--- config.mk ---
export PLATFORM = sky130hd
export DESIGN_NAME = game_supervisor
export DESIGN_NICKNAME = d
export VERILOG_FILES = /design/src/rtl/game_supervisor_pkg.sv /design/src/rtl/game_supervisor_hit_detect.sv /design/src/rtl/game_supervisor.sv
export SDC_FILE = /design/constraint.sdc
export NUM_CORES = 1
export LEC_CHECK = 0
export CAP_MARGIN = 30
export CORE_MARGIN = 8
export CORE_UTILIZATION = 61
export DETAILED_ROUTE_END_ITERATION = 8
export PLACE_DENSITY = 0.89
export RECOVER_POWER = 100
export SYNTH_ARGS = -nofsm -noshare
export SYNTH_HDL_FRONTEND = slang
export SYNTH_HIERARCHICAL = 1
export SYNTH_SLANG_ARGS = --single-unit
--- constraint.sdc ---
create_clock -name clk -period 7.6 [get_ports clk]
set_input_delay 1.52 -clock clk [delete_from_list [all_inputs] [get_ports clk]]
set_output_delay 1.52 -clock clk [all_outputs]
set_load 0.02 [all_outputs]
--- src/rtl/game_supervisor_pkg.sv ---
// game_supervisor_pkg: shared state encodings and coordinate widths for the game supervisor.
package game_supervisor_pkg;
    localparam int COORD_W = 10;
    localparam int GHOST_Y_W = 9;
    typedef enum logic [2:0] {
        S_IDLE  = 3'd0,
        S_PLAY  = 3'd1,
        S_DYING = 3'd2,
        S_OVER  = 3'd3,
        S_WIN   = 3'd4
    } state_t;
endpackage

--- src/rtl/game_supervisor_hit_detect.sv ---
// game_supervisor_hit_detect: per-ghost collision window, strict less-than on both axes.
module game_supervisor_hit_detect
    import game_supervisor_pkg::*;
#(
    parameter int HIT_DIST = 16
) (
    input  logic [COORD_W-1:0]   pac_x,
    input  logic [COORD_W-1:0]   pac_y,
    input  logic [COORD_W-1:0]   gx,
    input  logic [GHOST_Y_W-1:0] gy,
    output logic                 hit
);
    logic [COORD_W:0] ax, ay, bx, by, dx, dy;
    always_comb begin
        ax = {1'b0, pac_x};
        ay = {1'b0, pac_y};
        bx = {1'b0, gx};
        by = {2'b00, gy};
        dx = (ax > bx) ? ax - bx : bx - ax;
        dy = (ay > by) ? ay - by : by - ay;
        hit = (dx < (COORD_W+1)'(HIT_DIST)) && (dy < (COORD_W+1)'(HIT_DIST));
    end
endmodule

--- src/rtl/game_supervisor.sv ---
// game_supervisor: play/death/over/win sequencing, lives and death-delay counter.
module game_supervisor
    import game_supervisor_pkg::*;
#(
    parameter int NUM_GHOSTS   = 4,
    parameter int LIVES        = 3,
    parameter int HIT_DIST     = 16,
    parameter int DEATH_FRAMES = 60
) (
    input  logic                            clk,
    input  logic                            rst,
    input  logic                            start,
    input  logic                            frame_tick,
    input  logic [COORD_W-1:0]              pac_x,
    input  logic [COORD_W-1:0]              pac_y,
    input  logic [NUM_GHOSTS*COORD_W-1:0]   ghost_x,
    input  logic [NUM_GHOSTS*GHOST_Y_W-1:0] ghost_y,
    input  logic                            beans_clear,
    output logic [2:0]                      state,
    output logic [2:0]                      lives,
    output logic [NUM_GHOSTS-1:0]           hit_ghost,
    output logic                            freeze,
    output logic                            respawn,
    output logic                            over,
    output logic                            win
);
    localparam int CW = $clog2(DEATH_FRAMES + 1);

    logic [NUM_GHOSTS-1:0] hit;
    state_t st, st_n;
    logic [2:0] lives_n;
    logic [NUM_GHOSTS-1:0] hit_n;
    logic [CW-1:0] cnt, cnt_n;
    logic respawn_n;

    for (genvar g = 0; g < NUM_GHOSTS; g++) begin : g_hit
        game_supervisor_hit_detect #(.HIT_DIST(HIT_DIST)) u_hit (
            .pac_x(pac_x),
            .pac_y(pac_y),
            .gx(ghost_x[COORD_W*g +: COORD_W]),
            .gy(ghost_y[GHOST_Y_W*g +: GHOST_Y_W]),
            .hit(hit[g])
        );
    end

    assign state = st;

    always_comb begin
        st_n = st;
        lives_n = lives;
        hit_n = hit_ghost;
        cnt_n = cnt;
        respawn_n = 1'b0;
        case (st)
            S_PLAY: begin
                if (frame_tick && beans_clear) begin
                    st_n = S_WIN;
                end else if (frame_tick && |hit) begin
                    st_n = S_DYING;
                    hit_n = hit;
                    lives_n = lives - 3'((lives != 3'd0) ? 1 : 0);
                    cnt_n = '0;
                end
            end
            S_DYING: begin
                if (frame_tick) begin
                    cnt_n = cnt + CW'(1);
                    if (cnt_n == CW'(DEATH_FRAMES)) begin
                        st_n = (lives == 3'd0) ? S_OVER : S_PLAY;
                        respawn_n = (lives != 3'd0);
                    end
                end
            end
            // IDLE, OVER and WIN all restart identically on start
            default: begin
                if (start) begin
                    st_n = S_PLAY;
                    lives_n = 3'(LIVES);
                    hit_n = '0;
                    respawn_n = 1'b1;
                end
            end
        endcase
    end

    always_ff @(posedge clk) begin
        if (rst) begin
            st <= S_IDLE;
            lives <= 3'(LIVES);
            hit_ghost <= '0;
            cnt <= '0;
            freeze <= 1'b1;
            respawn <= 1'b0;
            over <= 1'b0;
            win <= 1'b0;
        end else begin
            st <= st_n;
            lives <= lives_n;
            hit_ghost <= hit_n;
            cnt <= cnt_n;
            freeze <= (st_n != S_PLAY);
            respawn <= respawn_n;
            over <= (st_n == S_OVER);
            win <= (st_n == S_WIN);
        end
    end
endmodule

# Word level (Yosys, flattened, before mapping)
# Index checks and enable logic that the tools add are counted.
# totals
ff_bits,20
latch_bits,0
mem_bits_ro,0
n_memories,0
word_cells,97
ramBits,0
output_inout_bits,14
# classes
reduce_logical,13
multipliers,0
n_eq_ne,9
order_cmp,16
n_mux,32
bitwise,1
n_div,0
shift,0
n_addsub,18
# ops
op,count
$lt A11 B5 Y1 const B,8
$mux W11,8
$sub A10 B10 Y11,8
$sub A10 B9 Y11,4
$sub A9 B10 Y11,4
$gt A10 B10 Y1,4
$gt A10 B9 Y1,4
$mux W3,8
$mux W6,3
$mux W4,3
$pmux W3 S2,2
$pmux W6 S2,1
$pmux W4 S2,1
$reduce_and A4 Y1,2
$add A6 B1 Y6 const B,1
$eq A3 B2 Y1 const B,2
$eq A6 B6 Y1 const B,1
$logic_and A1 B1 Y1,6
$ne A2 B2 Y1 const B,3
$mux W1,4
$reduce_bool A2 Y1,2
$reduce_or A4 Y1,1
$eq A3 B1 Y1 const B,1
$eq A3 B3 Y1 const B,1
other kinds (7),7

# Depth between registers and ports, before layout
# depth
ltp_word,10
depth_mapped,16
depth_no_buf,13

# By module
# The synthesis kept the hierarchy.
# modules_own_cells
mod,n_inst,area_each_um2,cells_each
game_supervisor_hit_detect at g_hit[1].u_hit ...,3,1611.5,238
game_supervisor_hit_detect at g_hit[0].u_hit,1,1457.6,216
game_supervisor,1,1068.5,126

# Worst setup path before layout
# Ideal clock, no wire load.
# synth_path
path_kind,input-to-reg
start,input pac_y[4]
end,register freeze
n_path_buf,2
cell_stages,15
t_arrival_ps,4154
required_time_ps,7468
slack_ps,3314
cell_sequence,inv_1 -> ha_1 -> buf_4 -> and3_1 -> a21oi_1 -> o21ai_0 -> o41ai_1 -> mux2i_1 -> a41oi_1 -> a22oi_1 -> or4_1 -> clkbuf_2 -> a32oi_1 -> nand2_1 -> a2bb2oi_1
# synth_via
elab_chain_cells,10
# synth_rtl
item,line,source
from (decl),game_supervisor.sv:15,"input logic [COORD_W-1:0] pac_y,"
$sub A9 B10 Y11 (tied with other cells),game_supervisor_hit_detect.sv:20,dy = (ay > by) ? ay - by : by - ay;
$mux W11 *,game_supervisor_hit_detect.sv:20,
$lt A11 B5 Y1 *,game_supervisor_hit_detect.sv:21,hit = (dx < (COORD_W+1)'(HIT_DIST)) && (dy < (COORD_W+1)'(HIT_DIST));
$logic_and A1 B1 Y1 *,game_supervisor_hit_detect.sv:21,
named net hit[0],game_supervisor.sv:29,logic [NUM_GHOSTS-1:0] hit;
$reduce_or A4 Y1 *,game_supervisor.sv:58,end else if (frame_tick && |hit) begin
$logic_and A1 B1 Y1 *,game_supervisor.sv:58,
$mux W3 *,game_supervisor.sv:58,
$mux W3 *,game_supervisor.sv:56,if (frame_tick && beans_clear) begin
$pmux W3 S2 *,game_supervisor.sv:54,case (st)
$ne A3 B1 Y1 *,game_supervisor.sv:101,freeze <= (st_n != S_PLAY);
to (signal assigned),game_supervisor.sv:101,
to (decl),game_supervisor.sv:22,"output logic freeze,"
# Mark *: on every way through the listed nets, which the timed path passes. The rest lies on a longest branch.
# A chain may end at the register's enable or synchronous reset.

# Final worst setup path
# Same ends and word-level chain as after synthesis.

==> impl_metrics.csv <==
group,metric,value,unit
sta,rsz0062_at_grt,"false",
sta,max_slew_margin,51.3,%
global_route,grt_use_total,23.6,%
logic_synthesis,synth_compound_area_share,27.1,%
placed_design,routabilityCongestion,0.921,
sta,tightest_slew,0.729,ns
logic_synthesis,synth_top_family_by_area,"compound AO/OA/AOI/OAI gates",
power,power.share.sequential,15.3,%
placed_design,i_o_buffers,114,
sta,final_critical_path_setup_slack,2.12,ns
logic_synthesis,synth.distinct_cells,79,
routing,dr.first_iter.drc_count,633,
cells_and_area,stdcell_area,8520,um^2
critical_path,worstPathArrival,5.60,ns
power,comb_power_share,69.5,%
logic_synthesis,synth.ff_latch_count,20,
die,ios,115,
cts,cts_root_buf,"sky130_fd_sc_hd__clkbuf_16",
cts,cts_h_tree_lvls,1,
routing,drt-total-wl,19.4,mm
logic_synthesis,netlist_top_cells_area,"sky130_fd_sc_hd__ha_1, sky130_fd_sc_hd__inv_1, sky130_fd_sc_hd__a21oi_1, sky130_fd_sc_hd__dfxtp_1, sky130_fd_sc_hd__nor2_1",
die,die_h,126,um
logic_synthesis,ys.warnings.count,6,
logic_synthesis,yosysTopAreaCellShare,26.3,%
critical_path,crit_fanout,10,
logic_synthesis,synth_area_per_cell,6.97,um^2
die,fp.dieW,126,um
sta,report.final.slew_viol_count,0,
placed_design,dp_slack,2.00,ns
logic_synthesis,synth_simple_gate_area_share,23.3,%
logic_synthesis,synthXorXnorAreaFrac,1.90,%
logic_synthesis,postSynthCellCount,1056,
sta,worst_skew,0.00244,ns
cts,cts-buffers-inserted,3,
placed_design,placed_cell_area,8450,um^2
critical_path,worstSetupEndpointType,"flip-flop",
routing,drt.antenna.violating_nets,0,
critical_path,critical_path_cell_with_the_highest_stage_delay,"sky130_fd_sc_hd__dlygate4sd3_1",
sta,period_needed,5.48,ns
cells_and_area,nets,1393,
die,rows,40,
sta,aggregate_negative_setup_slack,0,ns
global_route,grt_antenna_before_repair,0,
global_route,grt_first_pass_wirelength,32.7,mm
routing,viasPerCell,5.90,
power,worst_ir_drop_vdd,84.6,uV
placed_design,dp.final_hpwl,15.8,mm
cts,clkTransAtPathRegs,0.05,ns
power,switching_power,314,uW
logic_synthesis,synthArstFlopShare,0,%
global_route,grt_max_degree,28,
critical_path,critPathKind,"input port to flip-flop",
critical_path,timing.critical_path.from_type,"input port",
job,cap_viol_max_count,0,
power,cellPowerDensity,83.2,nW/um^2
global_route,grt-ovfl-total,0,
critical_path,crit_required,7.73,ns
sta,setup_viol,0,
logic_synthesis,post_synth_fa_ha_maj_area_fraction,26.3,%
power,clockPowerShare,15.1,%
routing,vias,7568,
cells_and_area,fin_cells,1282,
logic_synthesis,synth_mux_area_share,2.52,%
cells_and_area,final_common_cell,"sky130_fd_sc_hd__inv_1",
logic_synthesis,synth_enable_flop_cells,0,
power,static-leakage-power,0.00423,uW
cells_and_area,layout-drive-gt1-share,3.88,%
outcome,run_status,"finished clean",
cells_and_area,mostFrequentLayoutCells,"sky130_fd_sc_hd__inv_1, sky130_fd_sc_hd__ha_1, sky130_fd_sc_hd__clkdlybuf4s50_1",
cells_and_area,layout-area-overhead-vs-synth,15.8,%
routing,drc,0,
worst_hold_path,holdCritPathClass,"flip-flop to flip-flop",
cells_and_area,post_layout_utilization_of_the_core,71.5,%
global_route,grt_pass1_vias,7171,
cts,ctsResizeCount,0,
power,intPower,395,uW
logic_synthesis,synthesized_cell_area,7360,um^2
sta,hold_viol_final,0,
sta,fmax,183,MHz
die,die-area,15800,um^2
cts,clock_tree_from_tritoncts,"done",
routing,drt_first_pass_iters,5,
cts,clk_path_buf_depth,2,
placed_design,placedCellCount,1279,
die,core-area,11900,um^2
cells_and_area,insertedDiodeCount,0,
cts,cts_sinks,20,
critical_path,crit_chain,"dlygate4sd3_1 > inv_1 > ha_1 > nand3_1 > a21o_1 > and3_1 > o311ai_0 > a211oi_1 > a31oi_1 > a22oi_1 > or4_1 > a32oi_1 > nand2_1 > a2bb2oi_1",
cts,postCtsSetupRepairBufs,0,
cts,holdBufCountCts,0,
power,switching_share,44.2,%
die,initial_cell_density_of_the_core,61.8,%
sta,post-route-period-util,72.1,%
critical_path,max_stage_delay,0.76,ns
logic_synthesis,synth_fp_nets,1312,
logic_synthesis,ys_seq_area_share,5.44,%
cts,insertion_delay,0.25,ns
logic_synthesis,synth_ff_type,"sky130_fd_sc_hd__dfxtp_1",
routing,post_drt_wl_per_cell,15.2,um
logic_synthesis,cell_taking_the_most_area_after_synthesis,"sky130_fd_sc_hd__ha_1",
## per-stage QoR
step	total power (uW)	hold slack (ns)
CTS	707	0.492
detailed placement	597	0.486
floorplan	460	0.447
finish	709	0.490
global placement	586	0.472
global route	772	0.517
## Yosys cell counts (7+ instances only)
cell and instances:
sky130_fd_sc_hd__nor2b_1 9, sky130_fd_sc_hd__dfxtp_1 20, sky130_fd_sc_hd__nor3_1 30, sky130_fd_sc_hd__a21o_1 17, sky130_fd_sc_hd__o211ai_1 9, sky130_fd_sc_hd__nand4b_1 7
sky130_fd_sc_hd__xor2_1 12, sky130_fd_sc_hd__nor2_1 77, sky130_fd_sc_hd__or4_1 11, sky130_fd_sc_hd__a21oi_1 80, sky130_fd_sc_hd__nand3_1 31, sky130_fd_sc_hd__mux2i_1 14
sky130_fd_sc_hd__o21a_1 13, sky130_fd_sc_hd__inv_1 193, sky130_fd_sc_hd__ha_1 155, sky130_fd_sc_hd__buf_6 10, sky130_fd_sc_hd__nand2b_1 15, sky130_fd_sc_hd__a221oi_1 10
sky130_fd_sc_hd__nand2_1 57, sky130_fd_sc_hd__or3_1 11, sky130_fd_sc_hd__o21ai_1 28, sky130_fd_sc_hd__nand4_1 11, sky130_fd_sc_hd__clkbuf_1 18, sky130_fd_sc_hd__o21ai_0 48
sky130_fd_sc_hd__a31oi_1 21
## power groups by stage
stage	combinational (uW)	sequential (uW)	clock, uW
CTS	489	109	109
global placement	475	111	0
finish	493	109	107
floorplan	347	112	0
global route	550	109	113
detailed placement	486	111	0
## sequential cells by signal, summed over array words and instances, names as in the netlist
signal and cells:
win 1, respawn 1, state 3, hit_ghost 4
lives 3, over 1, freeze 1, cnt 6
## final timing paths
kind | start | end | slack [ns] | cells past startpoint
hold / removal | hit_ghost[1]$_SDFFE_PP0P_ | hit_ghost[1]$_SDFFE_PP0P_ | 0.49 | 2
hold reg to reg | hit_ghost[1]$_SDFFE_PP0P_ | hit_ghost[1]$_SDFFE_PP0P_ | 0.49 | 2
setup / recovery | pac_y[4] | freeze$_SDFF_PP1_ | 2.12 | 14
setup reg to reg | state[1]$_SDFF_PP0_ | cnt[3]$_SDFFE_PP0P_ | 5.68 | 4
## critical path: cells and delay by family
| family | cells | cell delay [ns] |
|---|---|---|
| adders and majority gates | 1 | 0.45 |
| and+or+nand+nor | 4 | 1.07 |
| buffers and inverters | 2 | 0.84 |
| AOI/OAI and AO/OA | 7 | 1.71 |
## cells by family (layout without fill, tap and decap cells)
family	Yosys count	after routing
fa+ha+maj	155	155
flops	20	20
xor+xnor	16	16
compound gates	297	297
buf+inv	236	315
mux	18	18
simple gates	314	314
## metal layers
metal	part of all wire, %	global-route usage [%]	vias up
li1	-	-	3865
met1	45	30.1	3409
met2	46	41.2	271
met3	6.9	3.50	23
met4	1.7	4.81	0
met5	0	0	-
## cell type report
cell class                 count  area [um^2]
multi-input combinational    800         5970
clock buffer                   3         75.1
fill                         973         3390
sequential                    20          400
inverter                     196          736
tap                          147          184
timing repair buffer         116         1150
Note: power is estimated with default switching activity, not from simulation.
